<file path="config.mk">
export PLATFORM = sky130hd
export DESIGN_NAME = fetch_stage
export DESIGN_NICKNAME = d
export VERILOG_FILES = /design/src/rtl/fetch_stage.sv
export SDC_FILE = /design/constraint.sdc
export NUM_CORES = 1
export LEC_CHECK = 0
export CAP_MARGIN = 5
export CELL_PAD_IN_SITES_DETAIL_PLACEMENT = 0
export CELL_PAD_IN_SITES_GLOBAL_PLACEMENT = 1
export CORE_MARGIN = 2
export CORE_UTILIZATION = 32
export DETAILED_ROUTE_END_ITERATION = 12
export PLACE_DENSITY_LB_ADDON = 0.2
export SETUP_SLACK_MARGIN = 0.05
export SYNTH_ARGS = -nofsm -noshare
export SYNTH_HDL_FRONTEND = slang
export SYNTH_SLANG_ARGS = --single-unit
</file>
<file path="constraint.sdc">
create_clock -name i_clk -period 5.1 [get_ports i_clk]
set_clock_uncertainty 0.05 [all_clocks]
set_input_delay 1.02 -clock i_clk [delete_from_list [all_inputs] [get_ports i_clk]]
set_output_delay 1.02 -clock i_clk [all_outputs]
set_load 0.05 [all_outputs]
</file>
<file path="src/rtl/fetch_stage.sv">
// rtl/fetch_stage.sv - instruction fetch stage with variable-latency imem, redirect kill and stall hold
//
// Purpose:
//   Owns the fetch PC, keeps at most one instruction-memory read in flight,
//   presents PC/instruction to the IF/ID register, inserts NOP bubbles while
//   memory is slow, discards fetches killed by an EX redirect and buffers a
//   returned instruction while the hazard unit stalls fetch.
//
// Ports:
//   i_clk          clock, rising edge
//   i_rst          asynchronous reset, active-high
//   i_stall_f      hazard unit: hold current fetch output
//   i_pcsrc_e      redirect request from EX (taken branch/jump)
//   i_pctarget_e   redirect target, bits [1:0] ignored
//   o_imem_req     single-cycle read request pulse
//   o_imem_addr    read address, meaningful only while o_imem_req=1
//   i_imem_rvalid  read data valid, one pulse per request
//   i_imem_rdata   instruction word, valid with i_imem_rvalid
//   o_pc_f         PC of the instruction on o_instr_f
//   o_instr_f      instruction to IF/ID, NOP_INSTR when o_valid_f=0
//   o_valid_f      o_instr_f is a real fetched instruction
//   o_bubble_cnt   saturating count of cycles with o_valid_f=0 and i_stall_f=0

module fetch_stage #(
    parameter logic [63:0] RESET_PC  = 64'h0,
    parameter logic [31:0] NOP_INSTR = 32'h0000_0013,
    parameter int          CNT_W     = 32
) (
    input  logic             i_clk,
    input  logic             i_rst,
    input  logic             i_stall_f,
    input  logic             i_pcsrc_e,
    input  logic [63:0]      i_pctarget_e,
    output logic             o_imem_req,
    output logic [63:0]      o_imem_addr,
    input  logic             i_imem_rvalid,
    input  logic [31:0]      i_imem_rdata,
    output logic [63:0]      o_pc_f,
    output logic [31:0]      o_instr_f,
    output logic             o_valid_f,
    output logic [CNT_W-1:0] o_bubble_cnt
);

    // IDLE: first cycle after reset, issues the first request.
    // WAIT: a request is outstanding and its data will be used.
    // DROP: a request is outstanding but was killed by a redirect.
    // HOLD: returned data parked in r_buf while fetch is stalled.
    typedef enum logic [1:0] {
        S_IDLE = 2'd0,
        S_WAIT = 2'd1,
        S_DROP = 2'd2,
        S_HOLD = 2'd3
    } state_t;

    localparam logic [CNT_W-1:0] CNT_ONE = {{(CNT_W-1){1'b0}}, 1'b1};
    localparam logic [CNT_W-1:0] CNT_MAX = {CNT_W{1'b1}};

    state_t            r_state;
    state_t            w_state_nxt;
    logic [63:0]       r_pc;
    logic [63:0]       w_pc_nxt;
    logic [31:0]       r_buf;
    logic              w_buf_load;
    logic [CNT_W-1:0]  r_bubble;

    logic [63:0]       w_target;
    logic [63:0]       w_pc_inc;
    logic              w_req;
    logic              w_valid;
    logic              w_use_buf;

    // Instructions are word aligned, so the low target bits are dropped.
    assign w_target = {i_pctarget_e[63:2], 2'b00};
    // Modulo-2^64 increment; the top word wraps to address zero.
    assign w_pc_inc = r_pc + 64'd4;

    // ------------------------------------------------------------------
    // State register (with the PC, hold buffer and bubble counter)
    // ------------------------------------------------------------------
    always_ff @(posedge i_clk or posedge i_rst) begin
        if (i_rst) begin
            r_state  <= S_IDLE;
            r_pc     <= RESET_PC;
            r_buf    <= NOP_INSTR;
            r_bubble <= '0;
        end else begin
            r_state <= w_state_nxt;
            r_pc    <= w_pc_nxt;
            if (w_buf_load) begin
                r_buf <= i_imem_rdata;
            end
            // A stalled cycle is not a bubble: the decode side is frozen.
            if (!w_valid && !i_stall_f && (r_bubble != CNT_MAX)) begin
                r_bubble <= r_bubble + CNT_ONE;
            end
        end
    end

    // ------------------------------------------------------------------
    // Next-state logic. Every request address equals the PC loaded here,
    // so r_pc always names the outstanding (or held) fetch.
    // ------------------------------------------------------------------
    always_comb begin
        w_state_nxt = r_state;
        w_pc_nxt    = r_pc;
        w_buf_load  = 1'b0;
        case (r_state)
            S_IDLE: begin
                w_pc_nxt    = i_pcsrc_e ? w_target : r_pc;
                w_state_nxt = S_WAIT;
            end
            S_WAIT: begin
                if (i_imem_rvalid) begin
                    if (i_pcsrc_e) begin
                        // Returned word belongs to the killed path.
                        w_pc_nxt = w_target;
                    end else if (!i_stall_f) begin
                        w_pc_nxt = w_pc_inc;
                    end else begin
                        w_buf_load  = 1'b1;
                        w_state_nxt = S_HOLD;
                    end
                end else if (i_pcsrc_e) begin
                    // Cannot cancel the in-flight read; remember to drop it.
                    w_pc_nxt    = w_target;
                    w_state_nxt = S_DROP;
                end
            end
            S_DROP: begin
                if (i_imem_rvalid) begin
                    w_pc_nxt    = i_pcsrc_e ? w_target : r_pc;
                    w_state_nxt = S_WAIT;
                end else if (i_pcsrc_e) begin
                    w_pc_nxt = w_target;
                end
            end
            S_HOLD: begin
                if (i_pcsrc_e) begin
                    w_pc_nxt    = w_target;
                    w_state_nxt = S_WAIT;
                end else if (!i_stall_f) begin
                    w_pc_nxt    = w_pc_inc;
                    w_state_nxt = S_WAIT;
                end
            end
            default: begin
                w_state_nxt = S_IDLE;
            end
        endcase
    end

    // ------------------------------------------------------------------
    // Output logic. A redirect always suppresses the valid instruction.
    // ------------------------------------------------------------------
    always_comb begin
        w_req     = 1'b0;
        w_valid   = 1'b0;
        w_use_buf = 1'b0;
        case (r_state)
            S_IDLE: begin
                w_req = 1'b1;
            end
            S_WAIT: begin
                if (i_imem_rvalid) begin
                    if (i_pcsrc_e) begin
                        w_req = 1'b1;
                    end else if (!i_stall_f) begin
                        w_req   = 1'b1;
                        w_valid = 1'b1;
                    end
                end
            end
            S_DROP: begin
                w_req = i_imem_rvalid;
            end
            S_HOLD: begin
                if (i_pcsrc_e) begin
                    w_req = 1'b1;
                end else begin
                    w_valid   = 1'b1;
                    w_use_buf = 1'b1;
                    w_req     = !i_stall_f;
                end
            end
            default: begin
                w_req = 1'b0;
            end
        endcase
    end

    // The IDLE request must not escape while reset is still held.
    assign o_imem_req   = w_req & ~i_rst;
    assign o_imem_addr  = w_pc_nxt;
    assign o_valid_f    = w_valid;
    assign o_pc_f       = r_pc;
    assign o_instr_f    = !w_valid  ? NOP_INSTR :
                          w_use_buf ? r_buf     : i_imem_rdata;
    assign o_bubble_cnt = r_bubble;

    // Read data may only return while a request is outstanding.
    a_rvalid_outstanding: assert property (
        @(posedge i_clk) disable iff (i_rst)
        i_imem_rvalid |-> ((r_state == S_WAIT) || (r_state == S_DROP))
    );

endmodule
</file>
==> flow_metrics.env <==
export IMPL_worstSetupEndpointType="output pin"
export IMPL_detail_route_antenna_nets=0
export IMPL_peak_supply_drop_v=0.000161
export IMPL_synth_lib_cells_used_distinct=61
export IMPL_postSynthCellCount=770
export IMPL_power_share_combinational_pct=35.1
export IMPL_post_cts_resized=0
export IMPL_hold_violations=0
export IMPL_final_hold_worst_slack_ns=0.439
export IMPL_min_period_over_period_pct=93.4
export IMPL_detail_route_vias_per_cell=5.23
export IMPL_layout_drive_gt1_share_pct=16.5
export IMPL_hold_path_class="reg -> reg"
export IMPL_netlist_top_cell_by_area="sky130_fd_sc_hd__dfrtp_1"
export IMPL_ys_warn_count=0
export IMPL_cts_made_buffers=17
export IMPL_cells_on_worst_hold_path=1
export IMPL_most_frequently_used_flop_master_after_synthesis="sky130_fd_sc_hd__dfrtp_1"
export IMPL_critical_path_required_ns=4.03
export IMPL_worst_skew_pair_late_latency_ns=0.43
export IMPL_final_core_util_pct=51.2
export IMPL_chip_height_um=155
export IMPL_clk_root_buffer_cell="sky130_fd_sc_hd__clkbuf_16"
export IMPL_rsz0062_at_grt="no"
export IMPL_post_route_min_period_ns=4.76
export IMPL_p_leak_nw=4.62
export IMPL_hpwl_dp_mm=18.5
export IMPL_synth_seq_area_share_pct=44.8
export IMPL_nets=1165
export IMPL_portBuffers=292
export IMPL_fin_ws_ns=0.335
export IMPL_synth_avg_cell_area_um2=9.43
export IMPL_clock_power_share_pct=31.5
export IMPL_multi_input_gate_area_um2=3850
export IMPL_remaining_drc_errors=0
export IMPL_worstSetupStartpointType="primary input"
export IMPL_clk_pin_slew_worst_paths_ns=0.07
export IMPL_clock_tree_buffer_depth=2
export IMPL_max_clock_freq_mhz=210
export IMPL_post_layout_total_power_w=0.00408
export IMPL_synth_area_um2=7260
export IMPL_run_status="finished, final reports clean"
export IMPL_vias=7112
export IMPL_cts_hold_buffers_added=0
export IMPL_mappedNetlistNets=873
export IMPL_yosys_area_top_type_share_pct=43.8
export IMPL_power_sequential_fraction_pct=33.4
export IMPL_place_worst_setup_slack_ns=0.341
export IMPL_criticalPathCategory="in -> out"
export IMPL_synth_top_cells_by_area="sky130_fd_sc_hd__dfrtp_1 (44%), sky130_fd_sc_hd__nand2_1 (5.6%), sky130_fd_sc_hd__mux2_2 (5.6%)"
export IMPL_power_report_internal_total_w=0.00251
export IMPL_worstPathArrival_ns=3.69
export IMPL_synth_commonest_cells="sky130_fd_sc_hd__dfrtp_1 (127), sky130_fd_sc_hd__nand2_1 (109), sky130_fd_sc_hd__o21ai_0 (42)"
export IMPL_detailedRoute_firstPassIterationCount=5
export IMPL_switchingPower_w=0.00157
export IMPL_number_of_register_bits_inferred_by_synthesis=130
export IMPL_grt_pass1_vias=6926
export IMPL_drt_initial_drc_count=353
export IMPL_postRouteWirelength_mm=25.0
export IMPL_tot_gr_track_use_pct=20.7
export IMPL_area_growth_syn_to_layout_pct=58.1
export IMPL_synth_edff_count=0
export IMPL_std_cell_rows=55
export IMPL_setup_violations_final=0
export IMPL_cts_htree_levels=4
export IMPL_cap_violations=0
export IMPL_drt_wirelength_per_cell_um=18.4
export IMPL_peak_fanout_along_the_critical_path=8
export IMPL_tritoncts_num_sinks=130
export IMPL_cts_tree="yes"
export IMPL_maximum_number_of_pins_on_one_net_before_global_route_repair=76
export IMPL_fillers=2102
export IMPL_synthMostInstantiatedCell="sky130_fd_sc_hd__dfrtp_1"
export IMPL_post_cts_setup_buffer_count=0
export IMPL_start_util_pct=32.4
export IMPL_gp_congestion=0.804
export IMPL_grt_pass1_wl_mm=38.7
export IMPL_setup_tns_ns=0
export IMPL_die_area_um2=23900
export IMPL_switching_share_pct=38.5
export IMPL_worst_slew_margin_rel_pct=33.6
export IMPL_power_per_cell_area_nw_per_um2=355
export IMPL_grt_antenna_before_repair=0
export IMPL_top_level_ports=295
export IMPL_core_um2=22400
export IMPL_ys_async_rst_share_pct=100
export IMPL_maxSlewViolCount=0
export IMPL_max_slew_worst_pin_slew_ns=0.993
export IMPL_floorplan_die_width_um=155
export IMPL_diodes=0
export IMPL_layout_area_seq_um2=3260
export IMPL_gr_total_overflow=0
export IMPL_timing_reg2reg_worst_path_depth=5
## kinds of logic (layout without fill, tap and decap cells)
| kind of cell | after synthesis | count (layout) | share of synthesized area, % |
|---|---|---|---|
| compound gates | 123 | 123 | 11.1 |
| xor+xnor | 66 | 66 | 7.96 |
| flops | 130 | 130 | 44.8 |
| simple gates | 364 | 364 | 27.3 |
| mux | 40 | 40 | 6.13 |
| buf+inv | 45 | 350 | 2.39 |
| fa+ha+maj | 2 | 2 | 0.345 |
## metal layers
metal  vias to the layer above  wire (um)  part of all wire (%)  GRT usage [%]
li1                       3440          -                     -              -
met1                      3417      11000                    44           26.8
met2                       220      11700                    47           32.5
met3                        35       1680                   6.7           7.20
met4                         0        641                   2.6           6.48
met5                         -          0                     0              0
## flip-flops by register name, summed over array words and instances, names as in the netlist
signal        cells
o_bubble_cnt     32
o_pc_f           64
r_buf            32
r_state           2
## per-stage QoR
step           cell area [um2]  cells
6_report                 11500   1360
2_1_floorplan             7260    770
5_1_grt                  11500   1360
3_3_place_gp             10900   1328
4_1_cts                  11500   1360
3_5_place_dp             10900   1328
## layout make-up
type                    instances  share of cell area (%)
multi-input cells             595                    33.5
repair buffers                311                    29.5
flip-flops and latches        130                    28.4
clock buffers                  18                    3.83
well taps                     285                    3.11
clock inverters                14                    1.44
inverters                       7                   0.272
## power by group through the flow
stage          Combinational (W)  Clock [W]  Sequential, W
6_report                 0.00143    0.00129        0.00136
3_3_place_gp             0.00143          0        0.00137
2_1_floorplan           0.000587          0        0.00164
5_1_grt                  0.00150    0.00137        0.00139
4_1_cts                  0.00145    0.00133        0.00136
3_5_place_dp             0.00144          0        0.00138
## placed cells by master, fill, tap and decap left out, drive strengths merged, types with 3 or more instances in the layout
master and instances:
clkdlybuf4s50 219, dfrtp 127, nand2 109, buf 92, o21ai 44, nand4 42, xnor2 39, mux2 36
nand3 35, nor2 28, and3 28, xor2 27, nor4 26, nor3 22, a21oi 18, clkbuf 18
a22o 15, inv 14, a31oi 13, or4 12, or3 12, and2 11, and4 10, nor2b 9
nand2b 7, o31a 6, o31ai 6, mux2i 4, clkinv 4, o211ai 3, a22oi 3, nand4b 3
a221o 3, o22a 3, dfstp 3
## critical path, cell delays in order
cell and delay [ns]:
sky130_fd_sc_hd__clkdlybuf4s50_1 0.49, sky130_fd_sc_hd__buf_4 0.15, sky130_fd_sc_hd__o21ai_1 0.12, sky130_fd_sc_hd__buf_4 0.20, sky130_fd_sc_hd__nor4_4 0.36, sky130_fd_sc_hd__nand3_1 0.38, sky130_fd_sc_hd__or3_1 0.47, sky130_fd_sc_hd__a31oi_1 0.31
sky130_fd_sc_hd__buf_12 0.19
## final timing paths
path                             startpoint          endpoint  slack, ns
max                           i_imem_rvalid   o_imem_addr[45]       0.34
min                        o_bubble_cnt[19]  o_bubble_cnt[19]       0.44
max reg2reg                      o_pc_f[29]        o_pc_f[62]       2.18
min reg2reg                o_bubble_cnt[19]  o_bubble_cnt[19]       0.44
max in group asynchronous             i_rst        o_pc_f[10]       3.01
min in group asynchronous             i_rst         r_buf[24]       1.06
Power figures use the tool's default switching activity.
==> edit 1 (config.mk and constraints unchanged) <==
The 4 states of `state_t` get a Gray code encoding in 2 bits.
--- a/src/rtl/fetch_stage.sv
+++ b/src/rtl/fetch_stage.sv
@@ -48,6 +48,6 @@
     typedef enum logic [1:0] {
-        S_IDLE = 2'd0,
-        S_WAIT = 2'd1,
-        S_DROP = 2'd2,
-        S_HOLD = 2'd3
+        S_IDLE = 2'b00,
+        S_WAIT = 2'b01,
+        S_DROP = 2'b11,
+        S_HOLD = 2'b10
     } state_t;
Function: same outputs for any inputs over 4 cycles, from zero or initial values and one cycle with i_rst high; so few cycles prove little.
==> edit 1 against the original RTL <==
Largest cell class unchanged; critical path type unchanged; final cell count increased by 19%; synthesized area is 17% higher; design area is 16% higher; die area is 16% higher; routed wire length grew 32%; worst setup slack worse by 0.15 ns; critical path depth rose by 1; via count increased by 25%; sequential cell count stayed put; worst hold slack got worse by 0.0011 ns.
Power is not compared: it rests on default switching activity, and its combinational part moved more than twofold at a synthesized area within 25%.
==> edit 1: results (changes against the original RTL) <==
Status = complete, no violations
Worst-Skew Late Latency = 0.43 ns (about the same)
Leakage = 5.42 nW
Post-DP HPWL = 24,200 um (+31%)
CTS clk-pin slew, worst paths = 0.08 ns
Post-synth ARST share = 1.00 (unchanged)
Hold EP = o_bubble_cnt[24]
R2R Setup Slk = 2.08 ns (-0.10 ns)
DRT iter0 DRCs = 620 (+76%)
Hold WC Path Type = reg -> reg
Worst Tran Pin Value = 1.04 ns (+0.0481 ns)
Final #Nets = 1,378 (+18%)
Share of cells above drive strength 1 = 0.183 (+0.0184)
Slowest cell on crit path = or4_1
Cts repair resizes = 0 (unchanged)
Distinct cells, synth = 73 (+20%)
Vias in the first global route = 8,764 (+27%)
FF-to-FF Start = o_pc_f[2]
Detailed Route WL = 33,000 um (+32%)
Root buffer cell = clkbuf_16
Post-CTS Setup Repair Bufs = 0 (unchanged)
Synth area leaders = dfrtp_1 (37%), nand2_1 (6.2%), mux2_2 (5.2%)
Syn Nets = 1,093 (+25%)
Reg-to-Reg End = o_pc_f[60]
Worst R2R Path Depth = 8 (+3)
Critical path data arrival time = 3.85 ns (+0.16 ns)
Sequential-to-total area share from yosys stat = 0.384 (-0.0648)
Initial antenna violation count = 2 (+2)
Crit path max fanout = 13 (+5)
Top post-synthesis cells by count = nand2_1 (140), dfrtp_1 (127), a21oi_1 (71)
Worst vdd ir = 498 uV
GR Util All Layers = 0.234 (+0.0271)
Synth Warn # = 0 (unchanged)
Crit path largest cell delay = 0.72 ns (+0.23 ns)
Hold Crit Start = o_bubble_cnt[24]
First-pass GRT wire length = 51,700 um (+34%)
Post-DR vias/cell = 5.49 (+5.1%)
Flip-flop count of the largest register after layout = 64 (unchanged)
Largest net degree at the start of global routing = 110 (+45%)
Top_reg_cell synth = dfrtp_1
IO buf count = 292 (unchanged)
Placer Congestion = 0.879 (+9.4%)
Drt pass-1 iters = 5 (unchanged)
## edit 1: critical path, delay by kind of cell
| family | cells | cell delay [ns] |
|---|---|---|
| AO/OA/AOI/OAI | 1 | 0.27 |
| buffers and inverters | 4 | 1.00 |
| XOR/XNOR | 1 | 0.16 |
| AND/OR/NAND/NOR | 4 | 1.38 |
## edit 1: report_power, final
group          switching, mW  internal, mW
clock network          0.570         0.763
logic                   3.62          2.28
registers              0.592          1.43
## edit 1: final cells by class
class,count,area (sq um)
Timing Repair Buffer,332,4070
Multi-Input combinational cell,775,4920
Tap cell,335,419
Clock buffer,18,439
Inverter,15,61.3
Clock inverter,14,180
Fill cell,2471,12700
Sequential cell,130,3260
Antenna cell,2,5.00
## edit 1: worst max path at each step
stage	from	end	slack (ns)	depth (start not counted)
floorplan	i_stall_f	o_imem_addr[43]	0.23	7
global placement	i_stall_f	o_imem_addr[63]	0.20	10
detailed placement	i_stall_f	o_imem_addr[63]	0.22	10
CTS	i_stall_f	o_imem_addr[63]	0.20	10
global route	i_stall_f	o_imem_addr[63]	0.09	10
finish	i_stall_f	o_imem_addr[63]	0.18	10
## edit 1: stage by stage
stage / std cells / power, mW / hold WS, ns / setup WS [ns] / instance area, sq um
global placement: 1587 / 7.92 / 0.427 / 0.197 / 12700
detailed placement: 1587 / 7.96 / 0.434 / 0.216 / 12700
global route: 1619 / 9.68 / 0.465 / 0.0855 / 13300
floorplan: 986 / 5.27 / 0.429 / 0.233 / 8490
finish: 1621 / 9.26 / 0.438 / 0.183 / 13300
CTS: 1619 / 9.32 / 0.447 / 0.196 / 13300
## edit 1: cell families after synthesis
kind of cell | Yosys count | share of synthesized area
buf+inv | 81 | 0.0383
xor+xnor | 46 | 0.0475
compound gates | 217 | 0.164
flops | 130 | 0.384
simple gates | 437 | 0.270
fa+ha+maj | 6 | 0.00884
mux | 69 | 0.0871
## edit 1: layer usage
metal  vias to the layer above  share of wire  GRT usage
met5                         -              0          0
met4                         0          0.020     0.0577
met3                        47          0.081     0.0684
met2                       343           0.47      0.376
met1                      4292           0.43      0.309
li1                       4225              -          -
==> edit 2 (config.mk and constraints unchanged) <==
Made on the original files. Change the parameter `NOP_INSTR` from 32'h0000_0013 to 32'h00000009.
--- a/src/rtl/fetch_stage.sv
+++ b/src/rtl/fetch_stage.sv
@@ -25,3 +25,3 @@
     parameter logic [63:0] RESET_PC  = 64'h0,
-    parameter logic [31:0] NOP_INSTR = 32'h0000_0013,
+    parameter logic [31:0] NOP_INSTR = 32'h00000009,
     parameter int          CNT_W     = 32
Formal check against the unedited RTL: not equivalent (a bounded check fails within 4 cycles, from zero or initial values and one cycle with i_rst high).
==> edit 2 against the original RTL <==
Worst setup slack gained 0.12 ns; power is 0.27% lower; design area fell by 0.36%; count of clock-buffer cells in the layout decreased by 1; routed wire length fell by 0.48%; sequential cell count unchanged; fmax increased by 2.6%; synthesized area up 0.12%.
==> edit 2: results (changes against the original RTL) <==
Cts repair resizes = 0 (unchanged)
R2R Setup Slk = 2.24 ns (+0.06 ns)
Critical path data arrival time = 3.57 ns (-0.12 ns)
Slowest cell on crit path = or4_1
Clk buf depth = 2 (unchanged)
Adder-Cell Fraction of Synth Area = 0.00344 (-0.00000415)
Top post-synthesis cells by count = dfrtp_1 (128), nand2_1 (114), o21ai_0 (44)
Sequential-to-total area share from yosys stat = 0.448 (-0.000712)
Syn Area/Cell = 9.35 sq um (-0.91%)
First-pass GRT wire length = 39,200 um (+1.3%)
Worst-Skew Late Latency = 0.42 ns
Final #Nets = 1,172 (+0.60%)
P_comb = 1.41 mW
Worst vdd ir = 387 uV (+140%)
Non-Filler Instances = 1,369 (+0.66%)
Pint = 2.48 mW (-0.96%)
Initial antenna violation count = 1 (+1)
Synth Warn # = 0 (unchanged)
Worst R2R Path Depth = 5 (unchanged)
Critical path endpoint = o_imem_addr[38]
Post-synth ARST share = 1.00 (unchanged)
Placed insts = 1,335 (+0.53%)
P_seq = 1.36 mW (about the same)
Root buffer cell = clkbuf_16
Crit path largest cell delay = 0.60 ns (+0.11 ns)
Crit path max fanout = 8 (unchanged)
Post-DP HPWL = 18,100 um (-2.2%)
Reg-to-Reg End = o_pc_f[45]
Max_slew headroom = 0.338 (+0.00187)
Share of cells above drive strength 1 = 0.151 (-0.0140)
Hold WC Path Type = reg -> reg
Final Worst Setup Slack = 0.458 ns (+0.122 ns)
IO buf count = 292 (unchanged)
Placed cell area = 0.0108 sq mm (-0.52%)
CP top delay family = simple AND/OR/NAND/NOR gates
Leakage = 4.57 nW (-0.89%)
GR Util All Layers = 0.208 (+0.00182)
Drt pass-1 iters = 4 (-1)
Detailed Route WL = 24,900 um (-0.48%)
H-tree Lvls = 4 (unchanged)
Placer Congestion = 0.843 (+4.8%)
XOR/XNOR Fraction of Synth Area = 0.0795 (-0.0000959)
Pre-CTS setup slack = 0.455 ns (+0.113 ns)
DRT iter0 DRCs = 405 (+15%)
Vias in the first global route = 6,972 (+0.66%)
Area grow syn2layout = 57.3%
Syn Nets = 881 (+0.92%)
Filler instances = 2,128 (+1.2%)
Post-DR vias/cell = 5.21 (-0.38%)
Combinational share of power = 0.346 (-0.005)
Synth area leaders = dfrtp_1 (44%), nand2_1 (5.9%), mux2_2 (5.3%)
Distinct cells, synth = 62 (+1.6%)
FF-to-FF Start = o_pc_f[9]
Mux cell area share after synthesis = 0.0582 (-0.00317)
Compound-Gate Fraction of Synth Area = 0.110 (-0.000305)
Status = complete, no violations
Largest net degree at the start of global routing = 107 (+41%)
Post-CTS Setup Repair Bufs = 0 (unchanged)
Flip-flop count of the largest register after layout = 64 (unchanged)
==> edit 2: how the worst min path moves through the flow <==
stage | from | slack, ns | depth (start not counted) | to
after CTS | r_buf[3] | 0.43 | 2 | r_buf[3]
after floorplan | r_buf[0] | 0.41 | 2 | r_buf[0]
after global placement | r_buf[3] | 0.42 | 2 | r_buf[3]
final | r_buf[3] | 0.43 | 2 | r_buf[3]
after global routing | o_bubble_cnt[5] | 0.46 | 1 | o_bubble_cnt[5]
after detailed placement | r_buf[0] | 0.43 | 2 | r_buf[0]
==> edit 2: layer usage <==
metal	wire length [um]	global-route usage	vias up
met5	0	0	-
met4	403	0.0551	0
met3	1590	0.0558	23
met2	11400	0.320	223
met1	11500	0.291	3423
li1	-	-	3463
==> edit 2: final cells by class <==
class                      count  area share
multi-input combinational    600       0.337
timing repair buffer         311       0.290
sequential                   130       0.285
clock buffer                  17      0.0372
tap                          285      0.0312
clock inverter                15      0.0165
inverter                       9     0.00339
antenna                        2    0.000437
